$ cat config.mk
export PLATFORM = sky130hd
export DESIGN_NAME = datapoint_fetch_unit
export DESIGN_NICKNAME = d
export VERILOG_FILES = /design/src/rtl/nn_pkg.sv /design/src/rtl/dfu_fifo2.sv /design/src/rtl/datapoint_fetch_unit.sv
export SDC_FILE = /design/constraint.sdc
export NUM_CORES = 1
export LEC_CHECK = 0
export ABC_AREA = 1
export ABC_CLOCK_PERIOD_IN_PS = 3100
export CAP_MARGIN = 10
export CORE_MARGIN = 2
export CORE_UTILIZATION = 40
export CTS_CLUSTER_DIAMETER = 150
export CTS_CLUSTER_SIZE = 12
export DETAILED_ROUTE_END_ITERATION = 8
export GPL_TIMING_DRIVEN = 0
export PLACE_DENSITY = 0.66
export SLEW_MARGIN = 10
export SYNTH_ARGS = -nofsm -noshare
export SYNTH_HDL_FRONTEND = slang
export SYNTH_SLANG_ARGS = --single-unit
export TNS_END_PERCENT = 100
$ cat constraint.sdc
create_clock -name clock -period 3.1 [get_ports clock]
set_input_delay 0.62 -clock clock [delete_from_list [all_inputs] [get_ports clock]]
set_output_delay 0.62 -clock clock [all_outputs]
set_load 0.01 [all_outputs]
$ cat src/rtl/nn_pkg.sv
// -----------------------------------------------------------------------------
// nn_pkg
// Shared definitions for the neuron-network datapath blocks.
//   DFU_ADDR_W / DFU_DATA_W : default datapoint memory address / word widths
//   dfuState_t              : datapoint fetch unit FSM state
//   dfuCanIssue()           : read-issue credit check for the fetch unit
// -----------------------------------------------------------------------------
package nn_pkg;

    localparam int DFU_ADDR_W = 10;
    localparam int DFU_DATA_W = 18;

    typedef enum logic [1:0] {
        DFU_IDLE  = 2'd0,
        DFU_FETCH = 2'd1,
        DFU_DRAIN = 2'd2
    } dfuState_t;

    // A read may issue when the words already buffered, plus the word coming
    // back from memory this cycle, minus the word leaving this cycle, leave
    // room for one more. Counting the departing word keeps 1 word/cycle
    // throughput with a 1-cycle memory and a 1-cycle capture stage.
    function automatic logic dfuCanIssue(input logic [1:0] occupancy,
                                         input logic       inFlight,
                                         input logic       popping);
        logic [2:0] committed;
        committed = 3'(occupancy) + 3'(inFlight) - 3'(popping);
        return (committed < 3'd2);
    endfunction

endpackage

$ cat src/rtl/dfu_fifo2.sv
// -----------------------------------------------------------------------------
// dfu_fifo2
// Two-entry buffer between the datapoint memory return path and the output
// stream. Write side is push-only (the writer tracks space via occupancy);
// read side is a valid/ready port driven from the head entry.
//   clock, reset   : clock, asynchronous active-high reset
//   inValid/inData : push a word this cycle (dropped if already full)
//   outValid/outReady/outData : head of buffer, popped on outValid && outReady
//   occupancy      : number of words held (0..2)
// -----------------------------------------------------------------------------
module dfu_fifo2 #(
    parameter int WIDTH = 19
) (
    input  logic             clock,
    input  logic             reset,
    input  logic             inValid,
    input  logic [WIDTH-1:0] inData,
    output logic             outValid,
    input  logic             outReady,
    output logic [WIDTH-1:0] outData,
    output logic [1:0]       occupancy
);

    logic [WIDTH-1:0] headReg;
    logic [WIDTH-1:0] tailReg;
    logic [1:0]       occReg;
    logic             push;
    logic             pop;

    assign push      = inValid;
    assign pop       = outValid && outReady;
    assign outValid  = (occReg != 2'd0);
    assign outData   = headReg;
    assign occupancy = occReg;

    always_ff @(posedge clock or posedge reset) begin
        if (reset) begin
            headReg <= '0;
            tailReg <= '0;
            occReg  <= 2'd0;
        end else begin
            case ({push, pop})
                2'b10: begin
                    if (occReg == 2'd0) begin
                        headReg <= inData;
                        occReg  <= 2'd1;
                    end else if (occReg == 2'd1) begin
                        tailReg <= inData;
                        occReg  <= 2'd2;
                    end
                end
                2'b01: begin
                    headReg <= tailReg;
                    occReg  <= occReg - 2'd1;
                end
                2'b11: begin
                    // Occupancy unchanged: head leaves, new word joins behind
                    // whatever remains.
                    if (occReg == 2'd1) begin
                        headReg <= inData;
                    end else begin
                        headReg <= tailReg;
                        tailReg <= inData;
                    end
                end
                default: begin
                end
            endcase
        end
    end

endmodule

$ cat src/rtl/datapoint_fetch_unit.sv
// -----------------------------------------------------------------------------
// datapoint_fetch_unit
// Fetches a burst of io_count datapoint words starting at io_baseAddr from a
// synchronous-read memory (data one cycle after address) and streams them to
// the neuron datapath, marking the final word with io_outLast.
//
// Ports:
//   clock, reset          : single clock, asynchronous active-high reset
//   io_start              : one-cycle burst request, ignored while busy
//   io_baseAddr, io_count : burst parameters, sampled with io_start
//   io_memAddr            : read address ((base + issued) mod 2^ADDR_W)
//   io_memWrEna           : memory write enable, always 0
//   io_memRdData          : memory read data
//   io_outValid/io_outReady/io_outData/io_outLast : output stream
//   io_busy               : high in FETCH and DRAIN
//   io_done               : one-cycle pulse when a burst finishes
//   io_stallCycles        : backpressure cycle counter
//   io_dbgState           : current FSM state (dfuState_t encoding)
//
// Stream handshake: a word moves when io_outValid && io_outReady are both
// high at a rising edge. Once io_outValid is raised, io_outData and
// io_outLast hold their values until that transfer; io_outValid never
// depends combinationally on io_outReady.
//
// Build option: define DFU_PERF_CNT_EN to enable the stall counter
// (cycles with io_outValid && !io_outReady, saturating, cleared on an
// accepted io_start). Without it io_stallCycles is tied to 0.
// -----------------------------------------------------------------------------
module datapoint_fetch_unit
    import nn_pkg::*;
#(
    parameter int ADDR_W = DFU_ADDR_W,
    parameter int DATA_W = DFU_DATA_W
) (
    input  logic              clock,
    input  logic              reset,
    input  logic              io_start,
    input  logic [ADDR_W-1:0] io_baseAddr,
    input  logic [ADDR_W:0]   io_count,
    output logic [ADDR_W-1:0] io_memAddr,
    output logic              io_memWrEna,
    input  logic [DATA_W-1:0] io_memRdData,
    output logic              io_outValid,
    input  logic              io_outReady,
    output logic [DATA_W-1:0] io_outData,
    output logic              io_outLast,
    output logic              io_busy,
    output logic              io_done,
    output logic [15:0]       io_stallCycles,
    output logic [1:0]        io_dbgState
);

    dfuState_t         state;
    dfuState_t         nextState;

    logic [ADDR_W-1:0] baseReg;
    logic [ADDR_W:0]   countReg;
    logic [ADDR_W:0]   issued;
    logic              rdPending;
    logic              rdPendingLast;

    logic              startAccept;
    logic              zeroStart;
    logic              issue;
    logic              lastIssue;
    logic              popping;
    logic              lastTransfer;

    logic [1:0]        fifoOccupancy;
    logic              fifoOutValid;
    logic [DATA_W:0]   fifoOutData;

    // ------------------------------------------------------------------
    // Control decode
    // ------------------------------------------------------------------
    assign startAccept  = (state == DFU_IDLE) && io_start && (io_count != '0);
    assign zeroStart    = (state == DFU_IDLE) && io_start && (io_count == '0);
    assign popping      = fifoOutValid && io_outReady;
    assign lastTransfer = popping && fifoOutData[DATA_W];
    assign lastIssue    = (issued == (countReg - {{ADDR_W{1'b0}}, 1'b1}));
    assign issue        = (state == DFU_FETCH) &&
                          dfuCanIssue(fifoOccupancy, rdPending, popping);

    // ------------------------------------------------------------------
    // FSM: state register
    // ------------------------------------------------------------------
    always_ff @(posedge clock or posedge reset) begin
        if (reset) begin
            state <= DFU_IDLE;
        end else begin
            state <= nextState;
        end
    end

    // ------------------------------------------------------------------
    // FSM: next-state logic
    // ------------------------------------------------------------------
    always_comb begin
        nextState = state;
        case (state)
            DFU_IDLE: begin
                if (startAccept) begin
                    nextState = DFU_FETCH;
                end
            end
            DFU_FETCH: begin
                if (issue && lastIssue) begin
                    nextState = DFU_DRAIN;
                end
            end
            DFU_DRAIN: begin
                if (lastTransfer) begin
                    nextState = DFU_IDLE;
                end
            end
            default: begin
                nextState = DFU_IDLE;
            end
        endcase
    end

    // ------------------------------------------------------------------
    // FSM: outputs
    // ------------------------------------------------------------------
    always_comb begin
        io_busy     = 1'b0;
        io_dbgState = state;
        case (state)
            DFU_FETCH: io_busy = 1'b1;
            DFU_DRAIN: io_busy = 1'b1;
            default:   io_busy = 1'b0;
        endcase
    end

    // ------------------------------------------------------------------
    // Burst registers and read pipeline
    // ------------------------------------------------------------------
    always_ff @(posedge clock or posedge reset) begin
        if (reset) begin
            baseReg       <= '0;
            countReg      <= '0;
            issued        <= '0;
            rdPending     <= 1'b0;
            rdPendingLast <= 1'b0;
        end else begin
            if (startAccept) begin
                baseReg  <= io_baseAddr;
                countReg <= io_count;
                issued   <= '0;
            end else if (issue) begin
                issued <= issued + {{ADDR_W{1'b0}}, 1'b1};
            end
            // Marks that io_memRdData carries a requested word next cycle;
            // the last flag travels with it into the buffer.
            rdPending     <= issue;
            rdPendingLast <= issue && lastIssue;
        end
    end

    // Address wraps naturally through the ADDR_W-bit add.
    assign io_memAddr  = baseReg + issued[ADDR_W-1:0];
    assign io_memWrEna = 1'b0;

    // ------------------------------------------------------------------
    // Done pulse: one cycle after the final transfer, or after a
    // zero-length request.
    // ------------------------------------------------------------------
    always_ff @(posedge clock or posedge reset) begin
        if (reset) begin
            io_done <= 1'b0;
        end else begin
            io_done <= zeroStart || ((state == DFU_DRAIN) && lastTransfer);
        end
    end

    // ------------------------------------------------------------------
    // Output buffer
    // ------------------------------------------------------------------
    dfu_fifo2 #(
        .WIDTH (DATA_W + 1)
    ) u_fifo (
        .clock     (clock),
        .reset     (reset),
        .inValid   (rdPending),
        .inData    ({rdPendingLast, io_memRdData}),
        .outValid  (fifoOutValid),
        .outReady  (io_outReady),
        .outData   (fifoOutData),
        .occupancy (fifoOccupancy)
    );

    assign io_outValid = fifoOutValid;
    assign io_outData  = fifoOutData[DATA_W-1:0];
    assign io_outLast  = fifoOutValid && fifoOutData[DATA_W];

    // ------------------------------------------------------------------
    // Backpressure counter
    // ------------------------------------------------------------------
`ifdef DFU_PERF_CNT_EN
    logic [15:0] stallCnt;

    always_ff @(posedge clock or posedge reset) begin
        if (reset) begin
            stallCnt <= 16'd0;
        end else if (startAccept || zeroStart) begin
            stallCnt <= 16'd0;
        end else if (fifoOutValid && !io_outReady && (stallCnt != 16'hFFFF)) begin
            stallCnt <= stallCnt + 16'd1;
        end
    end

    assign io_stallCycles = stallCnt;
`else
    assign io_stallCycles = 16'd0;
`endif

endmodule
== Word-level counts from Yosys, hierarchy flattened ==
Cells that the tools add are included.
Operators by class
  order comparisons: 1
  equality and inequality tests: 14
  reductions and logical operators: 24
  $add $sub $neg: 6
  mux-type cells: 16
Operators with widths (number)
  $mux 19: 4
  $pmux 19 s3: 1
  $pmux 19 s2: 1
  $mux 11: 2
  $add 11x1->11 const B: 1
  $eq 11x11->1: 1
  $logic_not 11->1: 1
  $reduce_bool 11->1: 1
  $sub 11x1->11 const B: 1
  $add 10x10->10: 1
  $mux 2: 5
  $logic_and 1x1->1: 9
  $ne 2x2->1 const B: 4
  $reduce_bool 2->1: 4
  $eq 2x1->1 const B: 3
  $eq 2x2->1 const B: 3
  $pmux 2 s3: 1
  $reduce_and 3->1: 2
  $logic_not 2->1: 2
  $ne 2x1->1 const B: 2
  $pmux 2 s2: 1
  $reduce_and 2->1: 2
  $add 2x1->3: 1
  $lt 3x2->1 const B: 1
  other kinds (7): 7
Storage, ports and cells
  input port bits: 43
  bits in registers: 77
  output and inout bits: 51

== Longest topological paths before layout ==
  depth in word-level cells: 8
  mapped depth: 21
  depth with buffers taken out: 21

== Modules after synthesis ==
Synthesis repeated with hierarchy kept, for this count alone.
Second synthesis, totals
  cell total of the unflattened synthesis: 757
  area total of the unflattened synthesis: 5260.0 µm²
By module, submodules not included
  datapoint_fetch_unit: instances 1, area each 2683.8 µm², cells an instance 366, sequential area each 925.9 µm²
  dfu_fifo2: instances 1, area each 2576.2 µm², cells an instance 391, sequential area each 1001.0 µm²

== Worst setup path before layout ==
OpenSTA, ideal clock, no wires.
  kind: flip-flop to flip-flop
  start point: register u_fifo.occReg[1] (netlist: u_fifo.occupancy[1])
  end point: register state[0] (netlist: io_dbgState[0])
  setup slack: 88 ps
  period minus slack after synthesis: 3012 ps
  buffers on the path: 0
  stages on the path, launching flop included: 22
  arrival: 2895 ps
  path through: dfrtp_1 inv_1 ha_1 inv_1 nand2_1 inv_1 ha_1 or2_2 fa_1 nand2_1 clkinv_1 nand2_2 nor2_4 nand2_1 nor2_1 nand3_1 nor2_2 nand3_2 nand2_2 nand2_1 nand2_1 nand2_1
Between the ends
  longest elaborated chain between the ends: 8
Ends and longest elaborated chain
  from (decl): line dfu_fifo2.sv:26  | logic [1:0] occReg;
  from (signal assigned): line dfu_fifo2.sv:54  | occReg <= occReg - 2'd1;
  $reduce_bool 2->1: line dfu_fifo2.sv:32  | assign outValid = (occReg != 2'd0);
  via io_outValid: line datapoint_fetch_unit.sv:43  | output logic io_outValid,
  $logic_and 1x1->1: line datapoint_fetch_unit.sv:78  | assign popping = fifoOutValid && io_outReady;
  $sub 3x1->3: line nn_pkg.sv:27  | committed = 3'(occupancy) + 3'(inFlight) - 3'(popping);
  $lt 3x2->1: line nn_pkg.sv:28  | return (committed < 3'd2);
  $logic_and 1x1->1: line datapoint_fetch_unit.sv:81  | assign issue = (state == DFU_FETCH) &&
  via issue: line datapoint_fetch_unit.sv:64  | logic issue;
  $logic_and 1x1->1: line datapoint_fetch_unit.sv:107  | if (issue && lastIssue) begin
  $ne 2x1->1 (no source line)
  $reduce_and 3->1 (no source line)
  to (signal assigned): line datapoint_fetch_unit.sv:91  | state <= nextState;
  to (decl): line datapoint_fetch_unit.sv:53  | dfuState_t state;
The timed path passes the listed nets, and every way through them passes these cells.
A chain may end at the register's enable or synchronous reset.

== Final worst setup path ==
  start point: register issued[0]
  end point: output port io_memAddr[8]
Between the ends
  longest elaborated chain between the ends: 1
Ends and longest elaborated chain
  from (decl): line datapoint_fetch_unit.sv:58  | logic [ADDR_W:0] issued;
  from (signal assigned): line datapoint_fetch_unit.sv:151  | issued <= issued + {{ADDR_W{1'b0}}, 1'b1};
  $add 10x10->10: line datapoint_fetch_unit.sv:161  | assign io_memAddr = baseReg + issued[ADDR_W-1:0];
  to (decl): line datapoint_fetch_unit.sv:40  | output logic [ADDR_W-1:0] io_memAddr,
Every way passes these cells.

==> impl_metrics.ini <==
[run_status]
run_status = finished, final reports clean

[clocking]
clk-insertion-delay-late_ns = 0.35
cts_buffers = 9
postCtsHoldBufs = 0
cts_sinks = 77
cts_max_level = 3
cts_tree = done
cts-root-buf = clkbuf_16
clockBufferDepth = 2
clk_pin_slew_worst_paths_ns = 0.06

[finish]
syn2layout_area_growth_pct = 32.0
drive_above_1_share_pct = 16.4
finish.utilization_pct = 53.5
nNetsFinal = 858
most-common-layout-cells = 180 x nand2_1, 73 x dfrtp_1, 72 x clkdlybuf4s50_1, 56 x inv_1, 56 x buf_4
layout_commonest_cell = nand2_1
fin_cells = 970
fillers = 1205
diodes = 0

[worst_setup_path]
required_ns = 2.48
r2r-end = io_dbgState[1]
crit_path_top_delay_cell = fa_1
cp_cell_sequence = ha_2 -> inv_1 -> fa_1 -> o21ai_2 -> buf_4 -> nand4_1 -> o211ai_1 -> xor2_1 -> clkbuf_2
critPathKind = flop to output pin
arrival_ns = 2.35
cp-start-kind = flop
cp-end-kind = output pin
cp_slowest_stage_delay_ns = 0.42
reg2regPathDepth = 21
r2r_slack_ns = 0.19
r2r_start = u_fifo.occupancy[1]
path_max_fanout = 6

[die]
initial_core_util_pct = 40.6
die_w_um = 116
dieArea_sq_um = 13600
io_pins = 94
rows = 41
core_area_sq_um = 12500
die_y_um = 116

[timing]
fin_ws_ns = 0.131
post-route-period-util_pct = 95.8
drv_slew = 0
setup_viol = 0
hold_ws_ns = 0.498
worst_pin_slew_ns = 0.553
hold_viol_final = 0
finalSetupTns_ns = 0
finClkSkew_ns = 0.00660
maxSlewHeadroom_pct = 63.1
max_freq_mhz = 337
fin_crit_ns = 2.97

[worst_hold_path]
hold_start = baseReg[9]
hp-class = flop to flop
hold_path_end = baseReg[9]
hold_depth = 2

[synth]
synthXorXnorAreaFrac_pct = 2.77
syn_avg_cell_area_sq_um = 7.51
mappedNetlistArea_sq_um = 5050
synth_top_flop_cell = dfrtp_1
yosysUniqueCellTypes = 38
synth_compound_area_share_pct = 14.4
synthCells = 673
ys_seq_area_share_pct = 38.1
ys_warn_count = 0
synth_fa_ha_area_share_pct = 5.74
async_reset_ff_share_pct = 100
synth_edf_count = 0
muxShareOfSynthArea_pct = 1.58
synth_seq_cells = 77
synth_top_family_by_area = simple AND/OR/NAND/NOR gates
synth_simple_gate_area_share_pct = 24.5

[placement]
port-buffer-count = 76
post-place-ws_ns = -0.673
dp_hpwl_mm = 9.61
dp_cells = 938
gp_congestion = 0.882

[power]
ir_drop_uv = 409
powerDensity_nw_per_um2 = 931
power_leakage_nw = 3.10

[route]
dr.pass1.iters = 5
drt_wl_total_mm = 13.3
drt_iter0_drc = 318
routedWlPerCell_um = 13.7
drtAntennaViolNets = 0
vias = 4822
drc = 0
drt-vias-per-instance = 4.97

[global_route]
grt_max_degree = 46
grt.met1_usage_pct = 24.5
grt_pass1_wl_mm = 21.9
use_met2_pct = 37.2
gr-usage-met3_pct = 4.20
grt_overflow = 0
grt_pass1_vias = 4732
antenna_found_initial = 0
top_usage_layer = met2
grtUsageTotal_pct = 20.5

[run]
drv_cap = 0
[timing repair]
action / in CTS / in global routing
endpoints found under the setup margin: 17 / 8
pin swaps: 5 / 6
gates resized for setup: 20 / 22
setup buffers: 9 / 7
[cell usage after synthesis, drive strengths merged, types with 4 or more instances]
cell type  count  area, sq um
inv           64          240
o21ai         50          250
nand3         27          140
clkinv         4         15.0
ha            20          250
nor2          62          260
o22ai          6         37.5
nand2        186          706
mux2i          8         80.1
o211ai        12         90.1
nor4           6         37.5
nor3           8         50.1
buf           50          350
dfrtp         77         1930
a21oi         27          135
nand4          4         25.0
a31oi         15         93.8
xor2          13          114
a41oi          8         70.1
clkbuf        11         41.3
[power breakdown]
| part | switching (mW) | leakage (nW) | internal [mW] |
|---|---|---|---|
| logic | 1.87 | 2.04 | 1.58 |
| registers | 0.321 | 0.931 | 1.44 |
| clock network | 0.453 | 0.133 | 0.548 |
[worst max-delay path, delay by kind of cell, from the launching register on]
family          cells  cell delay (ns)
compound gates      2             0.27
xor+xnor            1             0.21
fa+ha+maj           2             0.65
buf+inv             3             0.37
flops               1             0.41
simple gates        1             0.08
[metrics by stage]
stage	power, mW	instance area, sq um
final	6.21	6670
after global routing	6.74	6670
after CTS	6.11	6520
after detailed placement	4.95	6120
after global placement	4.83	6090
after floorplan	3.86	5110
[how the worst max path moves through the flow]
stage | start | end | slack [ns] | depth (start not counted)
floorplan | u_fifo.occupancy[1] | io_dbgState[0] | 0.09 | 21
global route | u_fifo.occupancy[1] | io_dbgState[1] | -0.01 | 21
finish | issued[0] | io_memAddr[8] | 0.13 | 9
CTS | issued[0] | io_memAddr[8] | 0.001 | 9
detailed placement | io_outReady | io_dbgState[1] | -0.67 | 19
global placement | reset | countReg[4] | -0.90 | 2
[final cells by class]
class | count | area, sq um | share of cell area, %
timing repair buffer | 93 | 900 | 13.5
tap | 172 | 215 | 3.23
multi-input combinational | 483 | 2700 | 40.4
clock buffer | 10 | 229 | 3.43
sequential | 77 | 1930 | 29.0
buffer | 61 | 392 | 5.87
inverter | 68 | 260 | 3.90
clock inverter | 6 | 47.5 | 0.713
[kinds of logic (layout without fill, tap and decap cells)]
family                   count (synthesis)  in the layout
buffers and inverters                  129            238
XOR/XNOR                                16             16
AND/OR/NAND/NOR                        296            296
multiplexers                             8              8
AO/OA/AOI/OAI                          124            124
adder cells (fa/ha/maj)                 22             22
flip-flops                              77             77
other                                    1             17
[flip-flops by register name, summed over array words and instances, names as in the netlist]
name,count
countReg,11
issued,11
rdPendingLast,1
u_fifo.tailReg,19
u_fifo.occupancy,2
u_fifo.outData,19
baseReg,10
io_done,1
rdPending,1
io_dbgState,2
[metal layers]
| metal | share of wire, % | up-vias |
|---|---|---|
| met4 | 1.2 | 0 |
| met1 | 43 | 2306 |
| met3 | 5.0 | 15 |
| met5 | 0 | - |
| li1 | - | 2391 |
| met2 | 51 | 110 |
Power figures use the tool's default switching activity.
